[config.mk]
export PLATFORM = sky130hd
export DESIGN_NAME = spi_cmd_ctrl
export DESIGN_NICKNAME = d
export VERILOG_FILES = /design/src/rtl/spi_cmd_ctrl.sv
export SDC_FILE = /design/constraint.sdc
export NUM_CORES = 1
export LEC_CHECK = 0
export BUFFER_PORTS_ARGS = -buffer_cell sky130_fd_sc_hd__buf_2
export CAP_MARGIN = 25
export CORE_ASPECT_RATIO = 0.5
export CORE_MARGIN = 3
export CORE_UTILIZATION = 45
export DETAILED_ROUTE_END_ITERATION = 8
export PLACE_DENSITY = 0.66
export SLEW_MARGIN = 10
export SYNTH_ARGS = -nofsm -noshare
export SYNTH_HDL_FRONTEND = slang
export SYNTH_SLANG_ARGS = --single-unit
[constraint.sdc]
create_clock -name clk -period 2.09 [get_ports clk]
set_clock_uncertainty 0.1 [all_clocks]
set_input_delay 0.209 -clock clk [delete_from_list [all_inputs] [get_ports clk]]
set_output_delay 0.209 -clock clk [all_outputs]
set_load 0.01 [all_outputs]
[src/rtl/spi_cmd_ctrl.sv]
// SPI command/transaction controller.
// Watches the SPI slave byte engine, which runs in the spi_clk domain, and
// decodes command/address/data frames. It turns them into single-byte
// read/write requests on the cart memory bus and supplies the next byte the
// slave shifts out.
module spi_cmd_ctrl #(
  parameter int ADDR_BYTES  = 3,
  parameter int ADDR_W      = 24,
  parameter int SYNC_STAGES = 2
) (
  input  logic              clk,
  input  logic              rst_n,
  input  logic              cs_n,
  input  logic              spi_busy,
  input  logic [7:0]        spi_in_byte,
  output logic [7:0]        spi_out_byte,
  output logic              mem_req,
  output logic              mem_we,
  output logic [ADDR_W-1:0] mem_addr,
  output logic [7:0]        mem_wdata,
  input  logic              mem_ack,
  input  logic [7:0]        mem_rdata,
  output logic [7:0]        status
);

  localparam int CNT_W = $clog2(ADDR_BYTES + 1);

  typedef enum logic [3:0] {
    IDLE, CMD, ADDR, WR, WR_WAIT, RD_REQ, RD_WAIT, RD, STAT, DISCARD, WAIT_ABORT
  } state_t;

  logic [SYNC_STAGES-1:0] cs_sync;
  logic [SYNC_STAGES-1:0] busy_sync;
  logic                   cs_s, busy_s;
  logic                   cs_d, busy_d;
  logic                   byte_done, cs_fall;
  logic                   issue_wr, hold_req;

  state_t                 state;
  logic                   write_mode;
  logic [CNT_W-1:0]       addr_cnt;
  logic [ADDR_W-1:0]      addr;
  logic                   bad_cmd, overrun;

  assign cs_s      = cs_sync[SYNC_STAGES-1];
  assign busy_s    = busy_sync[SYNC_STAGES-1];
  assign byte_done = busy_d & ~busy_s;
  assign cs_fall   = cs_d & ~cs_s;
  assign status    = {6'b0, bad_cmd, overrun};

  // A write issued this cycle, or a request still waiting for its ack, keeps
  // the bus transaction alive across a chip-select abort.
  assign issue_wr  = (state == WR) && byte_done;
  assign hold_req  = issue_wr || (mem_req && !mem_ack);

  // Bring cs_n and spi_busy into the clk domain; keep one delayed copy of each
  // for edge detection. Reset values are the idle levels of the pins.
  always_ff @(posedge clk) begin
    if (!rst_n) begin
      cs_sync   <= '1;
      busy_sync <= '0;
      cs_d      <= 1'b1;
      busy_d    <= 1'b0;
    end else begin
      cs_sync   <= {cs_sync[SYNC_STAGES-2:0], cs_n};
      busy_sync <= {busy_sync[SYNC_STAGES-2:0], spi_busy};
      cs_d      <= cs_s;
      busy_d    <= busy_s;
    end
  end

  // Frame sequencer with registered bus/SPI outputs. The chip-select check at
  // the bottom runs after the per-state work, so a byte finishing in the same
  // cycle is still handled before the frame is torn down.
  always_ff @(posedge clk) begin
    if (!rst_n) begin
      state        <= IDLE;
      write_mode   <= 1'b0;
      addr_cnt     <= '0;
      addr         <= '0;
      bad_cmd      <= 1'b0;
      overrun      <= 1'b0;
      spi_out_byte <= 8'h00;
      mem_req      <= 1'b0;
      mem_we       <= 1'b0;
      mem_addr     <= '0;
      mem_wdata    <= 8'h00;
    end else begin
      case (state)
        IDLE: begin
          mem_req <= 1'b0;
          if (cs_fall) begin
            state        <= CMD;
            spi_out_byte <= status;
            addr         <= '0;
            addr_cnt     <= '0;
          end
        end

        CMD: begin
          if (byte_done) begin
            spi_out_byte <= 8'h00;
            addr_cnt     <= '0;
            case (spi_in_byte)
              8'h02: begin
                write_mode <= 1'b1;
                state      <= ADDR;
              end
              8'h03: begin
                write_mode <= 1'b0;
                state      <= ADDR;
              end
              8'h05: begin
                // Status is also returned on the byte after the command.
                spi_out_byte <= status;
                state        <= STAT;
              end
              default: begin
                bad_cmd <= 1'b1;
                state   <= DISCARD;
              end
            endcase
          end
        end

        ADDR: begin
          if (byte_done) begin
            // Address arrives MSB first; excess upper bits fall off the top.
            addr <= ADDR_W'({addr, spi_in_byte});
            if (addr_cnt == CNT_W'(ADDR_BYTES - 1)) begin
              state <= write_mode ? WR : RD_REQ;
            end else begin
              addr_cnt <= addr_cnt + CNT_W'(1);
            end
          end
        end

        WR: begin
          if (byte_done) begin
            mem_req   <= 1'b1;
            mem_we    <= 1'b1;
            mem_addr  <= addr;
            mem_wdata <= spi_in_byte;
            state     <= WR_WAIT;
          end
        end

        WR_WAIT: begin
          // A byte landing while the bus is busy is dropped and flagged.
          if (byte_done) overrun <= 1'b1;
          if (mem_ack) begin
            mem_req <= 1'b0;
            addr    <= addr + ADDR_W'(1);
            state   <= WR;
          end
        end

        RD_REQ: begin
          // No new prefetch once the master has released chip select.
          if (!cs_s) begin
            mem_req   <= 1'b1;
            mem_we    <= 1'b0;
            mem_addr  <= addr;
            mem_wdata <= 8'h00;
            state     <= RD_WAIT;
          end
        end

        RD_WAIT: begin
          if (byte_done) overrun <= 1'b1;
          if (mem_ack) begin
            spi_out_byte <= mem_rdata;
            mem_req      <= 1'b0;
            addr         <= addr + ADDR_W'(1);
            state        <= RD;
          end
        end

        RD: begin
          // The byte just shifted out; fetch the one for the next transfer.
          if (byte_done) state <= RD_REQ;
        end

        STAT: begin
          if (byte_done) begin
            bad_cmd      <= 1'b0;
            overrun      <= 1'b0;
            spi_out_byte <= 8'h00;
            state        <= DISCARD;
          end
        end

        DISCARD: spi_out_byte <= 8'h00;

        WAIT_ABORT: begin
          if (mem_ack) begin
            mem_req <= 1'b0;
            state   <= IDLE;
          end
        end

        default: state <= IDLE;
      endcase

      // End of frame: finish any bus transaction in flight, then go idle.
      if (cs_s && state != IDLE && state != WAIT_ABORT) begin
        if (hold_req) begin
          state <= WAIT_ABORT;
        end else begin
          state   <= IDLE;
          mem_req <= 1'b0;
        end
      end
    end
  end

endmodule

# == After elaboration in Yosys (flattened, before gate mapping) ==
# Index checks and enable logic that the tools add are counted.
# totals
latchBits,0
romBits,0
regBits,81
in_bits,21
output_inout_bits,50
n_memories,0
elab_cells,138
ram_bits,0
# op_classes
add_sub_neg,2
reduce_logical,27
bitwise,4
n_mux,52
n_lt_le_gt_ge,0
mul,0
div,0
shift,0
n_eq_ne,38
# op_table
cell,n
two-way mux 24 bit,5
case mux 24 bit (3 select lines),1
two-way mux 4 bit,13
two-way mux 8 bit,6
case mux 24 bit (2 select lines),1
case mux 4 bit (11 select lines),1
case mux 8 bit (5 select lines),1
"!= test 3 bit, second input constant",10
"adder 24 x 1 -> 24 bit, second input constant",1
"!= test 2 bit, second input constant",10
"== test 4 x 3 -> 1 bit, second input constant",4
"== test 8 x 2 -> 1 bit, second input constant",2
case mux 8 bit (2 select lines),1
"== test 4 bit, second input constant",3
AND reduction 12 bit,1
two-way mux 1 bit,10
two-way mux 2 bit,5
AND reduction 5 bit,2
AND reduction 3 bit,3
"== test 4 x 2 -> 1 bit, second input constant",2
"== test 8 x 3 -> 1 bit, second input constant",1
case mux 1 bit (2 select lines),4
case mux 4 bit (2 select lines),1
AND reduction 4 bit,2
other kinds (21),33

# == Longest topological paths before layout ==
# Gate-level depths: netlist of the first run.
# logic_depth
depth_word,6
depth_mapped,8
ltp_nobuf,7

# == Least setup slack after synthesis of the first run ==
# Ideal clock, no wire load.
# synth_timing
kind,flip-flop to flip-flop
start,reg addr[0]
end,reg addr[22]
setup_time_ns,0.075
t_arrival_ns,1.551
period_less_slack_ns,1.726
stages_incl_launch_ff,7
setup_slack_ns,0.364
n_path_buf,0
required_time_ns,1.915
path_cell_list,dfxtp_1 > ha_1 > nand4_1 > nor3_4 > nand3_1 > o311a_1 > o22ai_1
# synth_via
elab_chain_len,3
# synth_lines
item,line_no,text
start: declaration,42,logic [ADDR_W-1:0] addr;
start signal: assignment,129,"addr <= ADDR_W'({addr, spi_in_byte});"
start signal: assignment,153,addr <= addr + ADDR_W'(1);
start signal: assignment,174,addr <= addr + ADDR_W'(1);
adder 24 x 1 -> 24 bit,"153, 174",
two-way mux 24 bit,"151, 171",
case mux 24 bit (3 select lines),89,case (state)
# Every way passes these cells. The select of a mux whose other input is x is not followed.
# A chain may end at the register's enable or synchronous reset.

# == Final worst setup path of the first run ==
# layout_timing
start,reg state[0]
end,reg state[1]
# layout_via
elab_chain_len,5
elab_cells_between_ends,33
classes_between,eq/ne (23); mux (3); reduce/logical (7)
# layout_lines
item,line_no,text
start: declaration,39,state_t state;
start signal: assignment,131,state <= write_mode ? WR : RD_REQ;
nonzero test 4 bit / == test 4 x 2 -> 1 bit (equally long branches),"206, 53, 89",
logical AND 1 bit (on tied branches),"206, 53",
logical AND 1 bit / logical OR 1 bit (equally long branches),"206, 54",
!= test 3 bit (no source line) (tied with other cells),--,
AND reduction 12 bit (no source line) / two-way mux 4 bit (equally long branches),--,
# Parallel ways exist; a longest one is shown, timed or not.

==> summary.md, run 1 <==
| Metric | Value |
|---|---|
| Status | finished clean |
| Number of diodes | 0 |
| Crit path DAT | 2.11 ns |
| Average cell area after synthesis | 7.964 um2 |
| GRT Util Overall | 0.2208 |
| Max-cap check violation count | 0 |
| Fmax | 516.1 MHz |
| Final min period | 1.938 ns |
| CP peak stage delay | 0.38 ns |
| Initial DRC count | 322 |
| Fin. max-slew vios | 0 |
| DP HPWL | 8257 um |
| Row count | 24 |
| Critical path launch point type | flop |
| Synth cell count leaders | nand2_1, dfxtp_1, a21boi_1 |
| CP top delay family | compound AO/OA/AOI/OAI gates |
| Clock power share | 0.504 |
| Sequential cell area | 0.001623 mm2 |
| Die H | 75.83 um |
| Area of the multi-input gates | 0.002490 mm2 |
| Fillers | 847 |
| Nets | 649 |
| Non-Filler Instances | 761 |
| Final count of negative-setup-slack endpoints | 0 |
| Skew-Pair Late Insertion Delay | 0.35 ns |
| Clk root buf | clkbuf_16 |
| Cts bufs inserted | 9 |
| Pint | 2.757 mW |
| Number of cells after detailed placement | 743 |
| Deepest clock path buffer count | 2 |
| Leakage dissipation | 2.191 nW |
| Final Routed Wirelength | 11700 um |
| Most frequent cell after synthesis | nand2_1 |
| Synth Flop Type | dfxtp_1 |
| Mapped cell area | 0.004388 mm2 |
| Via count | 4271 |
| Vias in the first global route | 3967 |
| Max_slew headroom | 0.6122 |
| Crit Path Max Fanout | 16 |
| First-pass GRT wire length | 19620 um |
| DP Area | 0.005017 mm2 |
| Per-cell routed wire length | 15.38 um |
| Seq pwr share | 0.444 |
| Critical path buffer and inverter count | 1 |
| DIE AREA | 0.01104 mm2 |
| Psw | 768.1 uW |
| Finished Cell Area | 0.005378 mm2 |
| Largest net degree at the start of global routing | 33 |
| Worst Tran Pin Value | 0.5804 ns |
| Initial antenna violation count | 0 |
| Synth cell types | 69 |
| Req. time, crit path | 2.26 ns |
| Synth warnings | 0 |
| Sw frac | 0.2179 |
| Total global routing overflow | 0 |
| Initial core utilization | 0.4823 |
| Share of post-route cells with drive strength above 1 | 0.2250 |
| EDFF count, synth | 0 |
| Mapped Cells | 551 |
| Cells along the critical path | buf_12, or3b_1, a32oi_1, o21ai_1, o31ai_4, mux2i_1 |
| H-tree levels | 3 |
| Port Buffer Count | 64 |
| Fin crit share | 0.9271 |
| DRT Pass-1 Iters | 4 |
| Sequential area share after synthesis | 0.3695 |
| Area contributors post-synth | dfxtp_1, nand2_1, a21boi_1 |
| Final ANT Viol Nets | 0 |
| Logic pwr share | 0.052 |
| Pwr/cell area | 655.5 mW/mm2 |
| Synth area leader | dfxtp_1 |
| CTS tree | done |
| Peak supply drop | 486.2 uV |
| RSZ-0062 raised after global routing | no |
| Core area | 0.009099 mm2 |
| Clk pin slew, worst setup/hold paths | 0.06 ns |
| I/O Pins | 71 |
| Flops & latches, synth | 81 |
| Yosys top cell area share | 0.3695 |
| CP max-delay cell | or3b_1 |
| Async set-reset flop share out of synthesis | 0 |
| Setup Total Neg Slack | 0 ns |
| Area grow syn2layout | 22.55% |
| Fin. Hold Viols | 0 |
| Die width | 145.7 um |
| GPL Wtd Cong | 0.8670 |
| CTS sink cnt | 81 |
| Worst Setup End Kind | flop |
| Vias per std cell | 5.612 |
| Hold Path Class | in2reg |
| # DRC | 0 |
| Critical path class | reg2reg |
-- cells by family after synthesis --
| kind of cell | synth area share |
|---|---|
| AOI/OAI and AO/OA | 0.2712 |
| muxes | 0.01597 |
| DFF | 0.3695 |
| adders and majority gates | 0.005702 |
| other | 0.0008546 |
| buffers and inverters | 0.06929 |
| and+or+nand+nor | 0.2655 |
| xor gates and xnor gates | 0.001996 |
-- worst min-delay path: stages --
cell	delay, ns
buf_2	0.12
nand2_1	0.05
a21boi_1	0.05
-- stage by stage --
stage | setup slack [ns] | util | total power [mW] | hold WS [ns]
after floorplan | 0.3640 | - | 1.713 | 0.2105
after global placement | 0.2323 | 0.5514 | 1.778 | 0.2938
after detailed placement | 0.1781 | 0.5514 | 1.779 | 0.2942
after CTS | 0.1610 | 0.5909 | 3.552 | 0.02427
after global routing | 0.01512 | 0.5910 | 3.634 | 0.03522
final | 0.1524 | 0.5910 | 3.525 | 0.03205
-- registers in the layout, indices dropped and copies added (netlist names) --
signal / cells
cs_sync: 2
spi_out_byte: 8
write_mode: 1
mem_req: 1
busy_sync: 2
mem_addr: 24
addr: 24
mem_wdata: 8
mem_we: 1
state: 4
busy_d: 1
addr_cnt: 2
cs_d: 1
overrun: 1
bad_cmd: 1
-- cell type report --
type,count,share of cell area
sequential,81,0.3018
clock buffer,11,0.04700
clock inverter,5,0.01605
multi-input combinational,416,0.4630
timing repair buffer,110,0.1363
tap,130,0.03025
inverter,8,0.005584
-- metal layers --
| layer | global-route usage | wire length (um) | vias to the layer above |
|---|---|---|---|
| met3 | 0.05585 | 716 | 21 |
| met1 | 0.2905 | 5576 | 2013 |
| met5 | 0 | 0 | - |
| li1 | - | - | 2104 |
| met2 | 0.3673 | 5229 | 133 |
| met4 | 0.06730 | 182 | 0 |
-- power by group through the flow --
| stage | Combinational (mW) | Sequential (mW) | Clock (mW) |
|---|---|---|---|
| after global placement | 0.180 | 1.60 | 0 |
| after global routing | 0.203 | 1.56 | 1.87 |
| final | 0.185 | 1.56 | 1.78 |
| after floorplan | 0.115 | 1.60 | 0 |
| after detailed placement | 0.181 | 1.60 | 0 |
| after CTS | 0.185 | 1.56 | 1.80 |
-- layout by cell type, fill, tap and decap left out, types with 4 or more instances in the layout --
cell / synthesis / layout
nor2b_1: 13 / 13
nand2_1: 109 / 109
o21ai_0: 8 / 8
clkbuf_16: 0 / 9
buf_12: 0 / 5
and3_1: 12 / 12
buf_4: 9 / 39
o211ai_1: 6 / 6
nor2_1: 26 / 26
o21a_1: 7 / 7
nand4_1: 6 / 6
a21boi_1: 43 / 43
nor4_1: 5 / 5
dfxtp_1: 81 / 80
a32oi_1: 4 / 4
o22ai_1: 5 / 5
inv_1: 7 / 7
mux2i_1: 7 / 7
nor3_1: 4 / 4
a31oi_1: 8 / 8
nand3_1: 16 / 16
buf_2: 27 / 64
nand2b_1: 8 / 8
a211oi_1: 9 / 9
a21oi_1: 30 / 30
conb_1: 1 / 6
o21ai_1: 19 / 19
and2_1: 6 / 6
-- final timing paths --
path / to / from / slack, ns / cells past startpoint
worst max register to register: state[1] / state[0] / 0.15 / 6
worst min-delay path: mem_wdata[5] / spi_in_byte[5] / 0.03 / 3
worst min register to register: cs_sync[1] / cs_sync[0] / 0.30 / 1
worst max-delay path: state[1] / state[0] / 0.15 / 6
-- what timing repair did --
| item | in CTS | in global routing |
|---|---|---|
| endpoints found under the hold margin | 2 | 0 |
| hold buffers | 2 | 0 |
| resized for setup | 0 | 1 |
| buffers inserted | 0 | 0 |
| setup endpoints to repair | 0 | 1 |
Power figures use the tool's default switching activity.
==> inputs of run 2 (changes only) <==
==> constraint.sdc (replaced) <==
create_clock -name clk -period 2.3 [get_ports clk]
set_clock_uncertainty 0.1 [all_clocks]
set_input_delay 0.23 -clock clk [delete_from_list [all_inputs] [get_ports clk]]
set_output_delay 0.23 -clock clk [all_outputs]
set_load 0.01 [all_outputs]
==> run 2 against run 1 <==
Clock-buffer cell count unchanged. First-iteration DRC count down 11%. Via count down 0.63%. Global-route usage is 0.34 points lower. Hold slack better by 0.017 ns. Critical endpoint is now spi_out_byte[6]. Highest routed layer unchanged.
==> summary.md, run 2 (synthesized netlist as in run 1, its figures left out) <==
| Metric | Value |
|---|---|
| Largest net degree at the start of global routing | 86 (was 33) |
| Hold_sp | spi_in_byte[3] (was spi_in_byte[5]) |
| Sw frac | 0.2236 (was 0.2179) |
| Crit Path Max Fanout | 16 (unchanged) |
| Max-cap check violation count | 0 (unchanged) |
| Critical path launch point type | flop (unchanged) |
| Fmax | 490.7 MHz (was 516.1 MHz) |
| Number of diodes | 0 (unchanged) |
| H-tree levels | 3 (unchanged) |
| First-pass GRT wire length | 19430 um (was 19620 um) |
| Per-cell routed wire length | 15.56 um (was 15.38 um) |
| CTS sink cnt | 81 (unchanged) |
| # DRC | 0 (unchanged) |
| Most common cell after layout, fill and taps aside | nand2_1 (unchanged) |
| Hold buffers post-CTS | 2 (unchanged) |
| Final ANT Viol Nets | 0 (unchanged) |
| Post-layout util | 0.5749 (was 0.5910) |
| Post-CTS sizing | 0 (unchanged) |
| Hold path depth | 3 (unchanged) |
| GPL Wtd Cong | 0.8621 (was 0.8670) |
| Vias per std cell | 5.651 (was 5.612) |
| DP HPWL | 8144 um (was 8257 um) |
| Fin. max-slew vios | 0 (unchanged) |
| Logic pwr share | 0.053 (was 0.052) |
| Largest regs | addr x24, mem_addr x24 (unchanged) |
| DRT Pass-1 Iters | 6 (was 4) |
| Max_slew headroom | 0.6234 (was 0.6122) |
| Via count | 4244 (was 4271) |
| I/O Pins | 71 (unchanged) |
| Crit path DAT | 2.17 ns (was 2.11 ns) |
| Worst Setup End Kind | flop (unchanged) |
| Leakage dissipation | 2.112 nW (was 2.191 nW) |
| Die H | 75.83 um (unchanged) |
| Final count of negative-setup-slack endpoints | 0 (unchanged) |
| Non-Filler Instances | 751 (was 761) |
| Row count | 24 (unchanged) |
| Req. time, crit path | 2.43 ns (was 2.26 ns) |
| Commonest cells after routing, fill and taps aside | nand2_1, dfxtp_1, buf_2 (unchanged) |
| Number of cells after detailed placement | 733 (was 743) |
| Critical R2R Launch | state[0] (unchanged) |
| Clock power share | 0.479 (was 0.504) |
| Nets | 639 (was 649) |
| Critical path class | reg2reg (unchanged) |
| Vias in the first global route | 3846 (was 3967) |
| Port Buffer Count | 64 (unchanged) |
| Pint | 2.361 mW (was 2.757 mW) |
| RSZ-0062 raised after global routing | no (unchanged) |
| CTS tree | done (unchanged) |
| Clk root buf | clkbuf_16 (unchanged) |
| Worst Hold Endpoint | mem_wdata[3] (was mem_wdata[5]) |
| Psw | 679.9 uW (was 768.1 uW) |
| Cell depth of the worst flop-to-flop path | 5 (was 6) |
| RR Endpoint | spi_out_byte[6] (was state[1]) |
| GRT Util Overall | 0.2174 (was 0.2208) |
| Cts bufs inserted | 9 (unchanged) |
| Total global routing overflow | 0 (unchanged) |
| Finished Cell Area | 0.005231 mm2 (was 0.005378 mm2) |
| Die width | 145.7 um (unchanged) |
| Clk pin slew, worst setup/hold paths | 0.06 ns (about the same) |
| Worst Tran Pin Value | 0.5570 ns (was 0.5804 ns) |
| Deepest clock path buffer count | 2 (unchanged) |
| Final min period | 2.038 ns (was 1.938 ns) |
| Worst setup path startpoint | state[0] (unchanged) |
| Initial core utilization | 0.4823 (unchanged) |
| Fin crit share | 0.8861 (was 0.9271) |
| DP Area | 0.004905 mm2 (was 0.005017 mm2) |
| Status | finished clean (unchanged) |
| Hold Path Class | in2reg (unchanged) |
| Initial DRC count | 285 (was 322) |
| Postcts setup bufs | 0 (unchanged) |
| Share of post-route cells with drive strength above 1 | 0.2093 (was 0.2250) |
| Final Routed Wirelength | 11690 um (was 11700 um) |
| Core area | 0.009099 mm2 (unchanged) |
| DIE AREA | 0.01104 mm2 (unchanged) |
| Area grow syn2layout | 19.22% (was 22.55%) |
| Seq pwr share | 0.468 (was 0.444) |
| Skew-Pair Late Insertion Delay | 0.34 ns (was 0.35 ns) |
| Worst R2R Setup Slack | 0.26 ns (was 0.15 ns) |
| Pwr/cell area | 581.4 mW/mm2 (was 655.5 mW/mm2) |
| Peak supply drop | 413.5 uV (was 486.2 uV) |
| Setup Total Neg Slack | 0 ns (unchanged) |
| Fin. Hold Viols | 0 (unchanged) |
| Initial antenna violation count | 0 (unchanged) |
## run 2: worst max-delay path by stage
stage	end	slack, ns	depth (start not counted)
finish	spi_out_byte[6]	0.26	5
global route	spi_out_byte[6]	0.09	5
CTS	spi_out_byte[6]	0.29	5
detailed placement	spi_out_byte[6]	0.30	6
global placement	spi_out_byte[4]	0.35	6
floorplan	addr[22]	0.57	6
## run 2: final cells by class
cell class                      instances  area (um2)
Multi-Input combinational cell        416        2490
Inverter                                8       30.03
Sequential cell                        81        1622
Clock buffer                           11       242.7
Fill cell                             876        3867
Timing Repair Buffer                  100       620.6
Clock inverter                          5       63.81
Tap cell                              130       162.7
## run 2: metrics by stage
stage	power (mW)	hold slack [ns]	worst slack (ns)
after floorplan	1.557	0.2315	0.5740
after global placement	1.612	0.3031	0.3492
after detailed placement	1.613	0.3024	0.2979
after CTS	3.075	0.04349	0.2928
after global routing	3.149	0.05974	0.09291
final	3.041	0.04916	0.2621
## run 2: power by group through the flow
stage	Sequential (mW)	Combinational, mW	Clock, mW
final	1.42	0.163	1.46
after global routing	1.42	0.178	1.55
after CTS	1.42	0.163	1.49
after detailed placement	1.45	0.160	0
after global placement	1.45	0.159	0
after floorplan	1.45	0.104	0
## run 2: routing by layer
layer / up-vias / part of all wire / GRT usage
met2: 151 / 0.45 / 0.3523
li1: 2082 / - / -
met5: - / 0 / 0
met1: 1999 / 0.47 / 0.2935
met4: 0 / 0.010 / 0.05258
met3: 12 / 0.068 / 0.06120
## run 2: worst max-delay path, stage by stage, from the launching register on
cell and delay [ns]:
dfxtp_1 0.39, nor2_1 0.42, nand3_1 0.28, o21a_1 0.34, and3_1 0.24, o21a_1 0.16
